File: config.mk
export PLATFORM = sky130hd
export DESIGN_NAME = multdiv_seq
export DESIGN_NICKNAME = d
export VERILOG_FILES = /design/src/rtl/multdiv_pkg.sv /design/src/rtl/multdiv_seq_div_step.sv /design/src/rtl/multdiv_seq.sv
export SDC_FILE = /design/constraint.sdc
export NUM_CORES = 1
export LEC_CHECK = 0
export CORE_AREA = 5 5 189 191
export CTS_CLUSTER_SIZE = 14
export DETAILED_ROUTE_END_ITERATION = 16
export DIE_AREA = 0 0 194 196
export PLACE_DENSITY = 0.75
export SLEW_MARGIN = 20
export SYNTH_ARGS = -nofsm -noshare
export SYNTH_HDL_FRONTEND = slang
export SYNTH_SLANG_ARGS = --single-unit
File: constraint.sdc
create_clock -name clk -period 5.7 [get_ports clk]
set_clock_uncertainty 0.2 [all_clocks]
set_input_delay 0.855 -clock clk [delete_from_list [all_inputs] [get_ports clk]]
set_output_delay 0.855 -clock clk [all_outputs]
set_load 0.03 [all_outputs]
File: src/rtl/multdiv_pkg.sv
// Shared types and constants for the iterative multiply/divide sequencer.
// Holds the FSM state encoding, the op codes and the iteration-counter width helper.
package multdiv_pkg;

    typedef enum logic [2:0] {
        IDLE,
        MULT,
        DIV,
        DFIX,
        DONE
    } state_e;

    localparam logic [1:0] OP_MULT = 2'b01;
    localparam logic [1:0] OP_DIV  = 2'b10;

    // The counter must be able to hold WIDTH itself, not just WIDTH-1.
    function automatic int cnt_width(input int w);
        return $clog2(w + 1);
    endfunction

endpackage

File: src/rtl/multdiv_seq_div_step.sv
// One restoring-division iteration on unsigned magnitudes.
// Shifts the next dividend bit into the remainder and conditionally subtracts the divisor.
module div_step #(
    parameter int WIDTH = 32
) (
    input  logic [WIDTH-1:0] rem_i,
    input  logic [WIDTH-1:0] quo_i,
    input  logic [WIDTH-1:0] divisor_i,
    output logic [WIDTH-1:0] rem_o,
    output logic [WIDTH-1:0] quo_o
);

    logic [WIDTH:0] shifted;
    logic [WIDTH:0] diff;
    logic           fits;

    // The remainder stays below the divisor magnitude (at most 2^(WIDTH-1)),
    // so one extra bit is enough to see the borrow.
    assign shifted = {rem_i, quo_i[WIDTH-1]};
    assign diff    = shifted - {1'b0, divisor_i};
    assign fits    = ~diff[WIDTH];

    assign rem_o = fits ? diff[WIDTH-1:0] : shifted[WIDTH-1:0];
    assign quo_o = {quo_i[WIDTH-2:0], fits};

endmodule

File: src/rtl/multdiv_seq.sv
// Iterative signed multiply (radix-2 Booth) / divide (restoring) sequencer
// delivering a 2*WIDTH result into the HI/LO pair through a start/done handshake.
module multdiv_seq #(
    parameter int WIDTH = 32
) (
    input  logic             clk,
    input  logic             reset,
    input  logic             start,
    input  logic [1:0]       op,
    input  logic [WIDTH-1:0] a,
    input  logic [WIDTH-1:0] b,
    output logic             busy,
    output logic             done,
    output logic             div_zero,
    output logic [WIDTH-1:0] hi,
    output logic [WIDTH-1:0] lo,
    output logic             hi_write,
    output logic             lo_write
);

    import multdiv_pkg::*;

    localparam int CW = cnt_width(WIDTH);

    state_e           state_q, state_d;
    logic [CW-1:0]    count_q, count_d;
    logic [WIDTH:0]   acc_q, acc_d;
    logic [WIDTH-1:0] mul_q, mul_d;
    logic             qm1_q, qm1_d;
    logic [WIDTH-1:0] mcand_q, mcand_d;
    logic [WIDTH-1:0] rem_q, rem_d;
    logic [WIDTH-1:0] quo_q, quo_d;
    logic [WIDTH-1:0] dvsr_q, dvsr_d;
    logic             sign_a_q, sign_a_d;
    logic             sign_q_q, sign_q_d;
    logic             dz_q, dz_d;
    logic [WIDTH-1:0] hi_q, hi_d;
    logic [WIDTH-1:0] lo_q, lo_d;

    logic [WIDTH:0]   mcand_ext;
    logic [WIDTH:0]   booth_sum;
    logic [WIDTH-1:0] step_rem, step_quo;

    div_step #(.WIDTH(WIDTH)) u_div_step (
        .rem_i     (rem_q),
        .quo_i     (quo_q),
        .divisor_i (dvsr_q),
        .rem_o     (step_rem),
        .quo_o     (step_quo)
    );

    // The accumulator carries one guard bit so that negating INT_MIN cannot overflow.
    assign mcand_ext = {mcand_q[WIDTH-1], mcand_q};

    always_comb begin
        case ({mul_q[0], qm1_q})
            2'b01:   booth_sum = acc_q + mcand_ext;
            2'b10:   booth_sum = acc_q - mcand_ext;
            default: booth_sum = acc_q;
        endcase
    end

    always_comb begin
        // NOTE: every output of this block gets a default first, so no path can infer a latch.
        state_d  = state_q;
        count_d  = count_q;
        acc_d    = acc_q;
        mul_d    = mul_q;
        qm1_d    = qm1_q;
        mcand_d  = mcand_q;
        rem_d    = rem_q;
        quo_d    = quo_q;
        dvsr_d   = dvsr_q;
        sign_a_d = sign_a_q;
        sign_q_d = sign_q_q;
        dz_d     = dz_q;
        hi_d     = hi_q;
        lo_d     = lo_q;

        busy     = (state_q != IDLE);
        done     = (state_q == DONE);
        div_zero = done & dz_q;
        hi_write = done & ~dz_q;
        lo_write = done & ~dz_q;

        case (state_q)
            IDLE: begin
                if (start && (op == OP_MULT || op == OP_DIV)) begin
                    count_d = CW'(WIDTH);
                    dz_d    = 1'b0;
                    if (op == OP_MULT) begin
                        mcand_d = a;
                        mul_d   = b;
                        acc_d   = '0;
                        qm1_d   = 1'b0;
                        state_d = MULT;
                    end else if (b == '0) begin
                        dz_d    = 1'b1;
                        state_d = DONE;
                    end else begin
                        sign_a_d = a[WIDTH-1];
                        sign_q_d = a[WIDTH-1] ^ b[WIDTH-1];
                        quo_d    = a[WIDTH-1] ? -a : a;
                        dvsr_d   = b[WIDTH-1] ? -b : b;
                        rem_d    = '0;
                        state_d  = DIV;
                    end
                end
            end
            MULT: begin
                acc_d   = {booth_sum[WIDTH], booth_sum[WIDTH:1]};
                mul_d   = {booth_sum[0], mul_q[WIDTH-1:1]};
                qm1_d   = mul_q[0];
                count_d = count_q - CW'(1);
                if (count_q == CW'(1)) begin
                    hi_d    = booth_sum[WIDTH:1];
                    lo_d    = {booth_sum[0], mul_q[WIDTH-1:1]};
                    state_d = DONE;
                end
            end
            DIV: begin
                rem_d   = step_rem;
                quo_d   = step_quo;
                count_d = count_q - CW'(1);
                if (count_q == CW'(1)) begin
                    state_d = DFIX;
                end
            end
            DFIX: begin
                lo_d    = sign_q_q ? -quo_q : quo_q;
                hi_d    = sign_a_q ? -rem_q : rem_q;
                state_d = DONE;
            end
            DONE: begin
                state_d = IDLE;
            end
            default: begin
                state_d = IDLE;
            end
        endcase
    end

    always_ff @(posedge clk or negedge reset) begin
        if (!reset) begin
            state_q  <= IDLE;
            count_q  <= '0;
            acc_q    <= '0;
            mul_q    <= '0;
            qm1_q    <= 1'b0;
            mcand_q  <= '0;
            rem_q    <= '0;
            quo_q    <= '0;
            dvsr_q   <= '0;
            sign_a_q <= 1'b0;
            sign_q_q <= 1'b0;
            dz_q     <= 1'b0;
            hi_q     <= '0;
            lo_q     <= '0;
        end else begin
            // NOTE: non-blocking assignments keep every register sampling pre-edge values.
            state_q  <= state_d;
            count_q  <= count_d;
            acc_q    <= acc_d;
            mul_q    <= mul_d;
            qm1_q    <= qm1_d;
            mcand_q  <= mcand_d;
            rem_q    <= rem_d;
            quo_q    <= quo_d;
            dvsr_q   <= dvsr_d;
            sign_a_q <= sign_a_d;
            sign_q_q <= sign_q_d;
            dz_q     <= dz_d;
            hi_q     <= hi_d;
            lo_q     <= lo_d;
        end
    end

    assign hi = hi_q;
    assign lo = lo_q;

endmodule

======== After elaboration in Yosys (flattened, before gate mapping) ========
Cells that the tools add are included.
cells by class
  add/subtract/negate cells ............... 8
  eq/ne operators ......................... 15
  mux-type cells .......................... 37
  bitwise gates (word level) .............. 7
  reductions and logical operators ........ 18
operators by type and width
  kind                 count
  $mux 32              15
  $pmux 32 s2          5
  $pmux 33 s2          2
  $neg 32->32          4
  $mux 33              2
  $add 33x33->33       1
  $sub 33x32->33       1
  $sub 33x33->33       1
  $logic_not 32->1     1
  $mux 3               5
  $ne 2x2->1 const B   6
  $pmux 3 s4           1
  $pmux 6 s2           1
  $reduce_and 3->1     3
  $reduce_and 4->1     2
  $reduce_bool 2->1    4
  $eq 3x2->1 const B   2
  $eq 6x1->1 const B   1
  $mux 6               1
  $reduce_and 2->1     3
  $sub 6x1->6 const B  1
  $eq 2x1->1 const B   2
  $eq 2x2->1 const B   2
  $mux 1               4
  11 further kinds     15
storage, ports and cells
  register bits ........................... 270
  output and inout bits ................... 69
  word-level logic and storage cells ...... 99

======== Logic depth before layout (Yosys ltp) ========
Gate-level depths: netlist (run 1).
  depth in word-level cells ............... 6
  depth in mapped cells ................... 18
  depth with buffers taken out ............ 17

======== By module ========
From an unflattened synthesis (run 1), not the netlist that was laid out.
second synthesis, totals
  cell total of the unflattened synthesis .. 2232
  area, all modules ....................... 18924.4 um^2
modules (own cells, without submodules)
  module       times used  cells each  area an instance (um^2)  seq. area each (um^2)
  multdiv_seq  1           1892        16378.2                  6731.5
  div_step     1           340         2546.2                   0.0

======== Worst setup path before layout (run 1) ========
Ideal clock, no wire load.
  path type ............................... reg2reg
  start point ............................. register mcand_q[3]
  end point ............................... register hi_q[31] (netlist: hi[31])
  data arrival time ....................... 3.999 ns
  setup slack ............................. 1.432 ns
  stages on the path, launching flop included .. 18
  path buffers ............................ 1
  cells stage by stage .................... dfrtp_1 > nor4_1 > nand2_1 > nor3_1 > nand2_1 > nor2_1 > a21oi_1 > xnor2_1 > ha_1 > clkbuf_1 > a21o_1 > a21oi_1 > o31ai_1 > a221oi_1 > mux2i_1 > nor2_1 > or4_1 > nand3_1
between the ends
  cells in the longest elaborated chain, start to end .. 4
  elaborated cells between the ends (all ways) .. 5
  those cells by class .................... 2 x add/sub; 3 x mux
ends and longest elaborated chain
  element                                                  RTL line                              text
  start, declared                                          multdiv_seq.sv:30                     logic [WIDTH-1:0] mcand_q, mcand_d;
  start signal, assigned                                   multdiv_seq.sv:166                    mcand_q <= mcand_d;
  $sub 33x33->33 / $add 33x33->33 (equally long branches)  multdiv_seq.sv:58, multdiv_seq.sv:57
  $pmux 33 s2 *                                            multdiv_seq.sv:56                     case ({mul_q[0], qm1_q})
  $mux 32 *                                                multdiv_seq.sv:115                    if (count_q == CW'(1)) begin
  $pmux 32 s2 *                                            multdiv_seq.sv:86                     case (state_q)
  end signal, assigned                                     multdiv_seq.sv:173                    hi_q <= hi_d;
  end, declared                                            multdiv_seq.sv:37                     logic [WIDTH-1:0] hi_q, hi_d;
Mark *: on every way between the ends. The rest lies on a longest branch, timed or not. The select of a mux whose other input is x is not followed.
A chain may end at the register's enable or synchronous reset.

======== Worst setup path in the final report (run 1) ========
  start point ............................. register mcand_q[5]
  end point ............................... register hi_q[31] (netlist: hi[31])
Same word-level chain as after synthesis.

==> out/qor.yml, run 1 <==
layout:
  num_antenna_cells: 0
  fill_cells: 2877
  stdcell_area_sq_um: 21200
  seq_area_sq_um: 6730
  area_delta_synth_final_pct: 15.5
  num-nets-final: 2391
  multi_input_area_sq_um: 11000
  drive_gt1_share_pct: 6.34
detailed_routing:
  drtPass1Iterations: 6
  vias_per_cell: 6.18
  drtIter0Drc: 1382
  num_vias: 16842
  ant_nets: 0
  routed_wl_um: 58000
  drcViolationCount: 0
  wl_per_cell_um: 21.3
run:
  maxCapViolations: 0
global_route:
  grt_max_degree: 98
  track_usage_pct: 29.7
  antenna_found_initial: 5
  grt_pass1_wl_um: 91200
  grt_pass1_vias: 16386
  grt_overflow_total: 0
clock_tree:
  cts-root-buf: "clkbuf_16"
  cts_resized: 0
  htreeDepth: 1
  post-cts-setup-buffers: 0
  ctsHoldBuffers: 0
  numCtsBuffers: 31
  numClockSinks: 269
  clkLatencyLatePin_ns: 0.59
  cts_tree: "built"
  path_clk_slew_ns: 0.06
  clockBufferDepth: 3
power:
  combPwrFrac_pct: 60.6
  power-per-cell-area_nw_per_um2: 699
  peakVddDrop_v: 0.000433
  seq_power_share_pct: 25.3
  internal_power_mw: 7.64
  switchingPower_mw: 7.20
  leakagePower_nw: 9.03
  p_clk_share_pct: 14.1
  swShare_pct: 48.5
synthesis:
  ys_ff_latch: 269
  mappedNetlistArea_sq_um: 18400
  synth_edf_count: 0
  synth.avg_cell_area_sq_um: 8.48
  yosysWarnings: 0
  yosysUniqueCellTypes: 68
  synthArstFlopShare_pct: 100
  yosysTopAreaCell: "dfrtp_1"
  yosys-top-cells-area: "dfrtp_1 (37%), o21ai_0 (7.8%), nand2_1 (6.2%)"
  synth_top_cell_area_share_pct: 36.6
  syn_inst: 2169
  synthesis.nets: 2313
  ys.flop_type: "dfrtp_1"
  synth-seq-area-share_pct: 36.6
die:
  die_h_um: 196
  dieWidth_um: 194
  start_util_pct: 54.2
  io-pin-count: 138
  core_region_area_sq_um: 33900
  fp.dieArea_sq_um: 38000
  core.rowCount: 68
setup_path:
  critical_path.cell_chain: "nor4_1, nand2_1, nor3_1, nand2_1, nor2_1, a21oi_1, xnor2_1, ha_1, a21o_1, a21oi_1, o31ai_1, a221oi_1, mux2i_1, nor2_1, or4_1, nand3_1"
  slowest_stage: "nor3_1"
  slowest_delay_ns: 0.72
  crit_fanout: 10
  r2r-end: "hi[31]"
  arrival_ns: 5.53
  rr_worst_depth: 16
  worstSetupPathType: "reg2reg"
  end_kind: "flop"
  required_ns: 6.03
  r2r_start: "mcand_q[5]"
  start_kind: "flop"
  rrSetupSlack_ns: 0.50
sta:
  worst_pin_slew_ns: 1.04
  fmax_ghz: 0.192
  fin_tns_setup_ns: 0
  fin_crit_ns: 5.20
  slew_viol_final: 0
  rsz0062_at_grt: "false"
  hold_viol: 0
  setup_viol: 0
  relSlewSlack_pct: 30.7
  finalCritPeriodShare_pct: 91.2
placed_design:
  place_area_sq_um: 20100
  dp_hpwl_um: 43400
  gp_congestion: 0.969
  io_buffers: 137
run_status:
  status: "finished clean"
min_path:
  min_path_type: "in2async"
synth_stat cells, types with 11 or more instances:
master,instances
a22o_1,17
o21ai_0,288
a21oi_1,123
nand2b_1,21
ha_1,73
nand2_1,302
xnor2_1,115
nand3_1,38
o41ai_1,16
nand4_1,12
nor2b_1,11
or4_1,22
or3_1,29
mux2_2,33
nor4_1,14
o31ai_1,41
xor2_1,89
o221ai_1,11
a31oi_1,24
nor3_1,28
inv_1,72
clkbuf_1,103
a21o_1,24
dfrtp_1,269
nor2_1,141
mux2i_1,80
o211ai_1,25
power by group through the flow:
stage          sequential, mW  combinational, mW  clock, mW
6_report                 3.76               8.99       2.09
5_1_grt                  3.87               9.88       2.20
2_1_floorplan            3.79               6.21          0
3_5_place_dp             3.75               8.84          0
4_1_cts                  3.72               8.89       2.12
3_3_place_gp             3.72               8.67          0
cells in the final DEF (no fill, tap or decap), types with 13 or more instances in the layout:
cell type        instances
buf_4                   23
o31ai_1                 41
nand2b_1                21
xnor2_1                115
or3_1                   29
or4_1                   22
nand3_1                 38
a21oi_1                123
nor3_1                  28
o21ai_0                288
mux2_2                  33
a31oi_1                 24
ha_1                    72
inv_1                   72
o211ai_1                25
o41ai_1                 16
dfrtp_1                269
nand2_1                301
clkbuf_16               31
a21o_1                  24
mux2i_1                 80
a22o_1                  17
xor2_1                  89
nor4_1                  13
nor2_1                 141
clkdlybuf4s50_1        136
per-stage QoR:
stage | util [%] | instances | setup WS [ns] | hold slack [ns] | total power [mW]
final | 62.5 | 2725 | 0.501 | 0.0419 | 14.8
after global routing | 62.5 | 2725 | 0.0711 | 0.105 | 15.9
after CTS | 62.4 | 2724 | 0.556 | 0.0882 | 14.7
after detailed placement | 59.3 | 2668 | 0.595 | 0.261 | 12.6
after global placement | 59.3 | 2668 | 0.573 | 0.255 | 12.4
after floorplan | - | 2169 | 1.43 | 0.250 | 10.0
how the worst max path moves through the flow:
stage / startpoint / endpoint / slack (ns) / depth (start not counted)
floorplan: mcand_q[3] / hi[31] / 1.43 / 17
global placement: mcand_q[3] / hi[31] / 0.57 / 16
detailed placement: mcand_q[3] / hi[31] / 0.60 / 16
CTS: mcand_q[3] / hi[31] / 0.56 / 16
global route: mcand_q[5] / hi[31] / 0.07 / 16
finish: mcand_q[5] / hi[31] / 0.50 / 16
cell type report:
| type | count | share of cell area, % |
|---|---|---|
| clock buffers | 41 | 4.07 |
| clock inverters | 15 | 0.931 |
| inverters | 72 | 1.27 |
| multi-input cells | 1710 | 51.7 |
| flip-flops and latches | 269 | 31.7 |
| well taps | 455 | 2.68 |
| repair buffers | 163 | 7.62 |
per-layer routing:
metal / share of wire (%) / GRT usage [%]
met2: 47 / 48.7
met4: 3.3 / 9.84
met1: 42 / 40.2
met5: 0.052 / 0
met3: 7.4 / 5.31
registers in the layout, indices dropped and copies added (netlist names), 32 cells and up:
name,flops
acc_q,32
mul_q,32
hi,32
mcand_q,32
quo_q,32
lo,32
rem_q,32
dvsr_q,32
worst max-delay path: cells and delay by family, from the launching register on:
family,cells,cell delay (ns)
and+or+nand+nor,8,2.53
AOI/OAI and AO/OA,5,1.15
DFF,1,0.42
adders and majority gates,1,0.39
muxes,1,0.28
xor gates and xnor gates,1,0.16
cell families (layout without fill, tap and decap cells):
logic type	after synthesis	after routing	share of synthesized area (%)
xor+xnor	204	204	9.72
flops	269	269	36.6
compound gates	653	653	21.5
buf+inv	190	291	3.93
fa+ha+maj	75	75	5.19
simple gates	665	665	16.6
mux	113	113	6.38
(Power assumes the default switching activity.)
==> run 2, diff against run 1 <==
- CORE_AREA: 5 5 189 191 -> 2 2 186 188
- DIE_AREA: 0 0 194 196 -> 0 0 188 190
==> out/qor.yml, run 2 (synthesis results as in run 1) <==
run_status:
  status: "finished clean"
layout:
  final_cell_mix: "nand2_1 (301), o21ai_0 (288), dfrtp_1 (269)"
  num-nets-final: 2390
  fin_util_pct: 62.5
  final_cells: 2726
  drive_gt1_share_pct: 6.39
  stdcell_area_sq_um: 21200
  fill_cells: 2888
  area_delta_synth_final_pct: 15.3
  final_common_cell: "nand2_1"
clock_tree:
  htreeDepth: 1
  numClockSinks: 269
  path_clk_slew_ns: 0.06
  clkLatencyLatePin_ns: 0.57
  cts_resized: 0
  post-cts-setup-buffers: 0
  cts_tree: "built"
  cts-root-buf: "clkbuf_16"
  numCtsBuffers: 31
  clockBufferDepth: 3
  ctsHoldBuffers: 0
run:
  maxCapViolations: 0
placed_design:
  place_inst: 2667
  place_area_sq_um: 20100
  dp_hpwl_um: 42200
  gp_congestion: 0.968
  dp_slack_ns: 0.739
  io_buffers: 137
detailed_routing:
  ant_nets: 0
  drtIter0Drc: 1280
  vias_per_cell: 6.15
  routed_wl_um: 56600
  wl_per_cell_um: 20.8
  drcViolationCount: 0
  num_vias: 16765
  drtPass1Iterations: 6
sta:
  slew_viol_final: 0
  setup_ws_ns: 0.639
  whs_ns: 0.124
  relSlewSlack_pct: 27.7
  worst_pin_slew_ns: 1.08
  fin_tns_setup_ns: 0
  fin_crit_ns: 5.06
  finalCritPeriodShare_pct: 88.8
  hold_viol: 0
  fmax_ghz: 0.198
  rsz0062_at_grt: "false"
  setup_viol: 0
setup_path:
  required_ns: 6.01
  r2r-end: "hi[31]"
  start_kind: "flop"
  rr_worst_depth: 16
  r2r_start: "mcand_q[2]"
  rrSetupSlack_ns: 0.64
  crit_start: "mcand_q[2]"
  crit_fanout: 10
  worstSetupPathType: "reg2reg"
  end_kind: "flop"
  arrival_ns: 5.37
die:
  fp.dieArea_sq_um: 35700
  io-pin-count: 138
  core_region_area_sq_um: 33900
  start_util_pct: 54.2
  die_h_um: 190
  core.rowCount: 68
  dieWidth_um: 188
global_route:
  grt_pass1_wl_um: 90200
  track_usage_pct: 31.8
  grt_overflow_total: 0
  grt_pass1_vias: 16189
  antenna_found_initial: 3
  grt_max_degree: 128
power:
  peakVddDrop_v: 0.000371
  power-per-cell-area_nw_per_um2: 694
  leakagePower_nw: 9.02
  power_mw: 14.7
min_path:
  min_path_type: "in2async"
## run 2: power breakdown
group	switching [mW]	internal (mW)	total, mW
logic	5.25	3.61	8.85
clock network	0.846	1.25	2.10
registers	1.00	2.77	3.77
total	7.10	7.63	14.7
## run 2: final cells by class
type / count / area [sq um] / area share (%)
Tap cell: 455 / 569 / 2.68
Clock buffer: 40 / 870 / 4.10
Antenna cell: 1 / 2.50 / 0.0118
Inverter: 72 / 270 / 1.27
Sequential cell: 269 / 6730 / 31.7
Clock inverter: 17 / 199 / 0.938
Timing Repair Buffer: 162 / 1590 / 7.51
Multi-Input combinational cell: 1710 / 11000 / 51.7
## run 2: per-layer routing
metal	part of all wire, %	GRT usage, %
met4	3.5	10.7
met1	43	42.5
met5	0.048	0
met2	46	52.0
met3	7.5	5.79
## run 2: critical path, stage by stage, from the launching register on
cell and delay [ns]:
dfrtp_1 0.43, nor4_1 0.53, nand2_1 0.22, nor3_1 0.65, nand2_1 0.10, nor2_1 0.26, a21oi_1 0.13, xnor2_1 0.16
ha_1 0.39, a21o_1 0.21, a21oi_1 0.19, o31ai_1 0.12, a221oi_1 0.40, mux2i_1 0.29, nor2_1 0.11, or4_1 0.51
nand3_1 0.09
## run 2: worst max path at each step
stage,end,slack [ns],cells past startpoint
6_report,hi[31],0.64,16
5_1_grt,hi[31],0.28,16
4_1_cts,hi[31],0.71,16
3_5_place_dp,hi[31],0.74,16
3_3_place_gp,hi[31],0.81,16
2_1_floorplan,hi[31],1.43,17
==> run 3, diff against run 2 <==
- MAX_ROUTING_LAYER: unset -> met4
- REMOVE_ABC_BUFFERS: unset -> 1
- clock period: 5.7 -> 6.48 ns (I/O delays scaled with it)
==> out/qor.yml, run 3 (synthesis results as in run 1) <==
min_path:
  min_path_type: "in2async"
sta:
  fmax_ghz: 0.191
  rsz0062_at_grt: "false"
  slew_viol_final: 0
  setup_viol: 0
  hold_viol: 0
  setup_ws_ns: 1.23
  worst_pin_slew_ns: 0.987
  relSlewSlack_pct: 34.0
  finalCritPeriodShare_pct: 80.9
  fin_crit_ns: 5.25
power:
  internal_power_mw: 6.53
  combPwrFrac_pct: 60.9
  leakagePower_nw: 8.94
  peakVddDrop_v: 0.000328
  swShare_pct: 48.7
  p_clk_share_pct: 13.1
  switchingPower_mw: 6.21
  seq_power_share_pct: 26.0
  power-per-cell-area_nw_per_um2: 605
setup_path:
  critical_path.cell_chain: "nor4_1, nand2_1, nor3_1, nand2_1, nor2_1, a21oi_1, xnor2_1, ha_1, a21o_1, a21oi_1, o31ai_1, a221oi_1, mux2i_1, nor2_1, or4_1, nand3_1"
  path_buf_inv: 0
  arrival_ns: 5.56
  rr_worst_depth: 16
  worstSetupPathType: "reg2reg"
  required_ns: 6.79
  slowest_delay_ns: 0.72
  crit_fanout: 10
  rrSetupSlack_ns: 1.23
  end_kind: "flop"
  r2r-end: "hi[31]"
  slowest_stage: "nor4_1"
  start_kind: "flop"
  cp_top_family: "simple AND/OR/NAND/NOR gates"
  r2r_start: "mcand_q[3]"
run:
  maxCapViolations: 0
layout:
  final_common_cell: "nand2_1"
  drive_gt1_share_pct: 6.09
  num-nets-final: 2386
  stdcell_area_sq_um: 21100
  area_delta_synth_final_pct: 14.6
  multi_input_area_sq_um: 11000
  num_antenna_cells: 0
  seq_area_sq_um: 6730
  final_cell_mix: "nand2_1 (301), o21ai_0 (288), dfrtp_1 (269)"
  fill_cells: 2917
clock_tree:
  cts_resized: 0
  path_clk_slew_ns: 0.07
  numClockSinks: 269
  post-cts-setup-buffers: 0
  htreeDepth: 1
  cts-root-buf: "clkbuf_16"
  cts_tree: "built"
  clkLatencyLatePin_ns: 0.60
  numCtsBuffers: 30
  clockBufferDepth: 3
  ctsHoldBuffers: 0
detailed_routing:
  drtIter0Drc: 1518
  drcViolationCount: 0
  vias_per_cell: 6.12
  drtPass1Iterations: 5
  routed_wl_um: 54800
  wl_per_cell_um: 20.1
  ant_nets: 0
  num_vias: 16660
die:
  die_h_um: 190
  core_region_area_sq_um: 33900
  fp.dieArea_sq_um: 35700
  dieWidth_um: 188
  start_util_pct: 54.2
  io-pin-count: 138
  core.rowCount: 68
run_status:
  status: "finished clean"
placed_design:
  gp_congestion: 0.965
  dp_hpwl_um: 39500
  place_area_sq_um: 20100
  dp_slack_ns: 1.30
  io_buffers: 137
global_route:
  track_usage_pct: 31.5
  grt_max_degree: 171
  grt_overflow_total: 0
  grt_pass1_vias: 15716
  grt_pass1_wl_um: 87400
  antenna_found_initial: 0
## run 3: cell count changes in the layout (fill, tap and decap cells not counted), sizes merged
cell	delta
diode	-1
bufinv	-4
clkbuf	+3
buf	-3
## run 3: power by group through the flow
stage / combinational (mW) / sequential (mW) / clock [mW]
after floorplan: 5.41 / 3.39 / 0
after global routing: 8.56 / 3.41 / 1.76
after CTS: 7.70 / 3.28 / 1.68
final: 7.75 / 3.31 / 1.67
after detailed placement: 7.66 / 3.30 / 0
after global placement: 7.52 / 3.27 / 0
## run 3: worst max-delay path by stage
stage / cells after the start / start / end
floorplan: 13 / quo_q[31] / rem_q[31]
global placement: 16 / mcand_q[2] / hi[31]
detailed placement: 11 / b[4] / rem_q[17]
CTS: 16 / mcand_q[3] / hi[31]
global route: 16 / mcand_q[2] / hi[31]
finish: 16 / mcand_q[3] / hi[31]
## run 3: metrics by stage
| stage | total power, mW | hold WS [ns] | instances | util [%] | setup TNS, ns |
|---|---|---|---|---|---|
| 2_1_floorplan | 8.80 | 0.250 | 2051 | - | -61.73 |
| 3_3_place_gp | 10.8 | 0.255 | 2665 | 59.2 | 0 |
| 3_5_place_dp | 11.0 | 0.260 | 2665 | 59.2 | 0 |
| 4_1_cts | 12.7 | 0.254 | 2721 | 62.0 | 0 |
| 5_1_grt | 13.7 | 0.256 | 2721 | 62.1 | 0 |
| 6_report | 12.7 | 0.195 | 2721 | 62.1 | 0 |
## run 3: routing by layer
| layer | share of wire [%] | track usage [%] | vias to the layer above |
|---|---|---|---|
| li1 | - | - | 7891 |
| met1 | 44 | 43.3 | 8092 |
| met2 | 47 | 50.3 | 594 |
| met3 | 6.0 | 2.64 | 83 |
| met4 | 3.0 | 8.75 | 0 |
| met5 | 0 | - | - |
## run 3: area by class of cell
type	count	area share [%]
Tap cell	455	2.70
Timing Repair Buffer	159	7.38
Clock buffer	43	4.08
Sequential cell	269	32.0
Inverter	72	1.28
Multi-Input combinational cell	1710	52.1
Clock inverter	13	0.493
## run 3: worst reg2reg max path, cell delays in order, from the launching register on
cell and delay [ns]:
dfrtp_1 0.42, nor4_1 0.72, nand2_1 0.26, nor3_1 0.64, nand2_1 0.10, nor2_1 0.23
a21oi_1 0.12, xnor2_1 0.18, ha_1 0.40, a21o_1 0.21, a21oi_1 0.18, o31ai_1 0.12
a221oi_1 0.37, mux2i_1 0.28, nor2_1 0.10, or4_1 0.52, nand3_1 0.11
